===== src/rtl/if_fetch_stage_if.sv =====
// Instruction-memory request/response bus used by the fetch stage.
//   req    : fetch request valid (fetch stage -> memory)
//   addr   : word-aligned fetch address (fetch stage -> memory)
//   ready  : memory accepts the request this cycle (memory -> fetch stage)
//   rvalid : read data valid (memory -> fetch stage)
//   rdata  : read data (memory -> fetch stage)
interface if_fetch_stage_if;
  logic        req;
  logic [31:0] addr;
  logic        ready;
  logic        rvalid;
  logic [31:0] rdata;

  modport master (
    output req,
    output addr,
    input  ready,
    input  rvalid,
    input  rdata
  );

  modport slave (
    input  req,
    input  addr,
    output ready,
    output rvalid,
    output rdata
  );
endinterface


===== src/rtl/if_fetch_stage.sv =====
// Instruction-fetch stage. Owns the program counter, keeps at most one
// fetch outstanding on the instruction-memory bus, and presents each
// fetched instruction with its PC+4 to the IF/ID stage register. Handles
// hazard stalls and branch/jump redirects, discarding a fetch that a
// redirect has made stale.
// Ports:
//   clk, reset      : clock, synchronous active-high reset
//   stall           : IF/ID does not consume the output this cycle
//   redirect_valid  : replace the PC with redirect_pc (low two bits forced 0)
//   imem            : request/response bus to instruction memory (master side)
//   ins_out         : fetched instruction, 0 when not valid
//   pc_plus4_out    : PC+4 of ins_out, 0 when not valid
//   ins_valid       : ins_out holds a real instruction
module if_fetch_stage #(
  parameter logic [31:0] RESET_PC = 32'h0000_0000
) (
  input  logic                   clk,
  input  logic                   reset,
  input  logic                   stall,
  input  logic                   redirect_valid,
  input  logic [31:0]            redirect_pc,
  if_fetch_stage_if.master       imem,
  output logic [31:0]            ins_out,
  output logic [31:0]            pc_plus4_out,
  output logic                   ins_valid
);

  typedef enum logic [1:0] {
    REQ     = 2'd0,
    WAIT    = 2'd1,
    DISCARD = 2'd2
  } state_t;

  state_t      state_reg;
  logic [31:0] pc_reg;
  logic [31:0] ins_reg;
  logic [31:0] pc_plus4_reg;
  logic        valid_reg;

  logic        out_free;
  logic [31:0] pc_inc;
  logic [31:0] redirect_target;

  assign pc_inc          = pc_reg + 32'd4;  // wraps modulo 2^32
  assign redirect_target = redirect_pc & ~32'h0000_0003;

  // A request goes out only when the output register will be empty by the
  // time the response lands, so no skid buffer is needed.
  assign out_free  = !valid_reg || !stall;
  assign imem.req  = (state_reg == REQ) && out_free && !redirect_valid;
  assign imem.addr = pc_reg;

  assign ins_out      = ins_reg;
  assign pc_plus4_out = pc_plus4_reg;
  assign ins_valid    = valid_reg;

  always_ff @(posedge clk) begin
    if (reset) begin
      pc_reg       <= RESET_PC;
      state_reg    <= REQ;
      ins_reg      <= 32'h0;
      pc_plus4_reg <= 32'h0;
      valid_reg    <= 1'b0;
    end else if (redirect_valid) begin
      // Flush wins over stall: the instruction in IF/ID is on the wrong path.
      pc_reg       <= redirect_target;
      ins_reg      <= 32'h0;
      pc_plus4_reg <= 32'h0;
      valid_reg    <= 1'b0;
      case (state_reg)
        REQ:     state_reg <= REQ;
        // An outstanding fetch must still be drained; if its response is
        // arriving right now it is simply dropped.
        WAIT,
        DISCARD: state_reg <= imem.rvalid ? REQ : DISCARD;
        default: state_reg <= REQ;
      endcase
    end else begin
      // Consumed output becomes a bubble unless a new response overwrites it.
      if (valid_reg && !stall) begin
        ins_reg      <= 32'h0;
        pc_plus4_reg <= 32'h0;
        valid_reg    <= 1'b0;
      end
      case (state_reg)
        REQ: begin
          if (imem.req && imem.ready) begin
            state_reg <= WAIT;
          end
        end
        WAIT: begin
          if (imem.rvalid) begin
            ins_reg      <= imem.rdata;
            pc_plus4_reg <= pc_inc;
            valid_reg    <= 1'b1;
            pc_reg       <= pc_inc;
            state_reg    <= REQ;
          end
        end
        DISCARD: begin
          if (imem.rvalid) begin
            state_reg <= REQ;
          end
        end
        default: state_reg <= REQ;
      endcase
    end
  end

endmodule


===== src/flat_wrapper.sv =====
// flat-port wrapper written by rule: the top's interface ports become plain ports
module if_fetch_stage_flat 
#(
  parameter logic [31:0] RESET_PC = 32'h0000_0000
)
  (clk, reset, stall, redirect_valid, redirect_pc, ins_out, pc_plus4_out, ins_valid, imem_req, imem_addr, imem_ready, imem_rvalid, imem_rdata);
  if_fetch_stage_if imem_i ();
  input  logic clk;
  input  logic reset;
  input  logic stall;
  input  logic redirect_valid;
  input  logic [31:0] redirect_pc;
  output logic [31:0] ins_out;
  output logic [31:0] pc_plus4_out;
  output logic ins_valid;
  output wire logic [$bits(imem_i.req)-1:0] imem_req;
  output wire logic [$bits(imem_i.addr)-1:0] imem_addr;
  input wire logic [$bits(imem_i.ready)-1:0] imem_ready;
  input wire logic [$bits(imem_i.rvalid)-1:0] imem_rvalid;
  input wire logic [$bits(imem_i.rdata)-1:0] imem_rdata;
  assign imem_req = imem_i.req;
  assign imem_addr = imem_i.addr;
  assign imem_i.ready = imem_ready;
  assign imem_i.rvalid = imem_rvalid;
  assign imem_i.rdata = imem_rdata;
  if_fetch_stage #(.RESET_PC(RESET_PC)) u_core (.clk(clk), .reset(reset), .stall(stall), .redirect_valid(redirect_valid), .redirect_pc(redirect_pc), .imem(imem_i), .ins_out(ins_out), .pc_plus4_out(pc_plus4_out), .ins_valid(ins_valid));
endmodule

===== config.mk =====
export PLATFORM = sky130hd
export DESIGN_NAME = if_fetch_stage_flat
export DESIGN_NICKNAME = d
export VERILOG_FILES = /design/src/rtl/if_fetch_stage_if.sv /design/src/rtl/if_fetch_stage.sv /design/src/flat_wrapper.sv
export SDC_FILE = /design/constraint.sdc
export NUM_CORES = 1
export LEC_CHECK = 0
export CAP_MARGIN = 20
export CELL_PAD_IN_SITES_DETAIL_PLACEMENT = 0
export CELL_PAD_IN_SITES_GLOBAL_PLACEMENT = 1
export CORE_MARGIN = 8
export CORE_UTILIZATION = 29
export CTS_CLUSTER_DIAMETER = 50
export DETAILED_ROUTE_END_ITERATION = 16
export GPL_TIMING_DRIVEN = 1
export PLACE_DENSITY = 0.74
export SLEW_MARGIN = 20
export SYNTH_ARGS = -nofsm -noshare
export SYNTH_HDL_FRONTEND = slang
export SYNTH_SLANG_ARGS = --single-unit

===== constraint.sdc =====
create_clock -name clk -period 2.02 [get_ports clk]
set_clock_uncertainty 0.05 [all_clocks]
set_input_delay 0.404 -clock clk [delete_from_list [all_inputs] [get_ports clk]]
set_output_delay 0.404 -clock clk [all_outputs]
set_load 0.05 [all_outputs]

==> impl_metrics.ini <==
[timing]
relSlewSlack = 0.6181
max_slew.worst_pin.slew_ns = 0.5676
post-route-period-util = 0.9783
fin_crit_ns = 1.976
drv_slew = 0
hold_ws_ns = 0.4033
finalSetupViolations = 0
rsz0062_at_grt = true
fmax_mhz = 506.0
setup_ws_ns = 0.04376
hold_viol_final = 0
finalSetupTns_ns = 0

[logic_synthesis]
syn_avg_cell_area_um2 = 8.516
yosys_warnings = 0
ys_async_sr_fraction = 0
netlist_instances = 552
ys_seq_area_frac = 0.4131
synth_area_mm2 = 0.004701
ys_types = 61
ys.flop_type = dfxtp_1
ys_ff_latch = 97
synth-edff-count = 0

[hold_path]
hold_path_class = register to register
min_from = u_core.pc_plus4_out[16]$_SDFF_PP0_

[floorplan]
ios = 168
core_area_mm2 = 0.01589
fp.dieH_um = 143.3
num_rows = 46
start_util = 0.2959
die_x_um = 143.3
die_area_mm2 = 0.02054

[setup_path]
cp-startpoint = u_core.pc_plus4_out[29]$_SDFF_PP0_
crit_path_top_delay_cell = clkdlybuf4s50_1
path_class = register to primary output
worstSetupEndpointType = primary output
r2r_setup_slack_ns = 0.05
worst_ep_required_time_ns = 1.57
critPathBufInv = 1
cpPeakStageDelay_ns = 0.81
path_cells = clkdlybuf4s50_1
critPathMaxFanout = 2
crit_family = buffers and inverters
r2r_start = u_core.state_reg[1]$_SDFFE_PP0P_
cp-start-kind = register
arrival_ns = 1.52

[pwr]
power.leakage_nw = 2.864
switching_share = 0.2943
p_total_mw = 4.501
p_per_area_mw_per_mm2 = 624.1
pwr-share-seq = 0.456
p_switching_mw = 1.325
clkPwrFrac = 0.370
p_int_mw = 3.176
ir_worst_vdd_mv = 0.3958
p_comb_frac = 0.174

[placement]
gp_congestion = 0.8662
dp_cells = 948
hpwl_mm = 13.58
place_area_mm2 = 0.006810
place_worst_setup_slack_ns = -0.4358
numPortBuffers = 163

[detailed_routing]
drtPass1Iterations = 5
drc = 0
wl_mm = 17.67
routed_via_density = 5.250
ant_nets = 0
wl_per_cell_um = 18.25
drt_iter0_markers = 245
num_vias = 5082

[cts]
htree_levels = 3
cts_buffers = 9
cts_tree = built
clk_path_buf_depth = 2
path_clk_slew_ns = 0.07
clock_latency_ns = 0.35
cts_sinks = 97
root_buffer = clkbuf_16
postCtsHoldBufs = 0

[finish]
layout.nets = 820
diodes = 0
layout.cells.non_filler = 968
finalInstanceArea_mm2 = 0.007212
fillCellCount = 1606
area_growth_pct = 53.42
drive_gt1_frac = 0.2593
postLayoutCoreUtil = 0.4540

[status]
status = finished clean

[grt]
grt_overflow_total = 0
antenna_found_initial = 3
grt_pass1_wl_mm = 27.39
grt_start_max_net_pins = 33
grt_pass1_vias = 5130
track_usage = 0.1703

[job]
max_cap_viol_count = 0
power groups by stage:
stage | Combinational [mW] | Clock, mW | Sequential (mW)
3_5_place_dp | 0.775 | 0 | 2.10
4_1_cts | 0.778 | 1.71 | 2.05
5_1_grt | 0.829 | 1.78 | 2.06
2_1_floorplan | 0.282 | 0 | 2.24
3_3_place_gp | 0.768 | 0 | 2.09
6_report | 0.782 | 1.66 | 2.05
layer usage:
metal	routed length [um]	vias to the layer above	track usage
li1	-	2412	-
met4	403	4	0.07139
met3	2197	30	0.07830
met2	7886	251	0.2758
met5	27	-	0
met1	7155	2385	0.1899
cell usage after synthesis, types with 11 or more instances:
master    count  share of area
a311oi_1     13          0.024
a22oi_1      35          0.056
xnor2_1      16          0.030
clkbuf_1     30          0.024
nand2_1      51          0.041
dfxtp_1      97           0.41
nor3_1       11          0.012
nor2_1       75          0.060
nand4_1      17          0.023
o21ai_0      14          0.015
nand3_1      22          0.023
a21oi_1      14          0.015
kinds of logic (layout without fill, tap and decap cells):
logic type / count (synthesis) / after routing / synth area share
XOR/XNOR: 20 / 20 / 0.03726
adder cells (fa/ha/maj): 3 / 3 / 0.007986
other: 1 / 2 / 0.0007977
AND/OR/NAND/NOR: 240 / 240 / 0.2616
AO/OA/AOI/OAI: 126 / 126 / 0.1970
multiplexers: 1 / 1 / 0.002129
buffers and inverters: 64 / 263 / 0.08012
flip-flops: 97 / 97 / 0.4131
timing repair:
| item | CTS | global route |
|---|---|---|
| gates resized for setup | 5 | 25 |
| buffers inserted | 0 | 4 |
| pin swaps | 6 | 8 |
| endpoints found under the setup margin | 7 | 25 |
area by class of cell:
type	count	area [um2]	share of cell area
clock inverter	6	41.29	0.005725
clock buffer	10	239.0	0.03314
timing repair buffer	238	2137	0.2963
multi-input combinational	392	2482	0.3442
sequential	97	2008	0.2785
inverter	9	33.78	0.004684
tap	216	270.3	0.03747
cells in the final DEF, fill, tap and decap left out, types with 10 or more instances in the layout:
| cell | Yosys | layout |
|---|---|---|
| nand2_1 | 51 | 50 |
| buf_4 | 5 | 123 |
| dfxtp_1 | 97 | 74 |
| nand3_1 | 22 | 22 |
| a21oi_1 | 14 | 13 |
| xnor2_1 | 16 | 16 |
| and3_1 | 10 | 10 |
| a22oi_1 | 35 | 35 |
| dfxtp_4 | 0 | 15 |
| nor3_1 | 11 | 10 |
| a311oi_1 | 13 | 12 |
| clkdlybuf4s50_1 | 0 | 98 |
| nand4_1 | 17 | 17 |
| o21ai_0 | 14 | 14 |
| nor2_1 | 75 | 75 |
path summary, 6_finish.rpt:
| check | depth (start not counted) | end |
|---|---|---|
| max | 1 | pc_plus4_out[29] |
| min | 2 | u_core.pc_plus4_out[16]$_SDFF_PP0_ |
| max reg2reg | 6 | u_core.imem.addr[27]$_SDFFE_PP0P_ |
| min reg2reg | 2 | u_core.pc_plus4_out[16]$_SDFF_PP0_ |
Power figures use the tool's default switching activity.
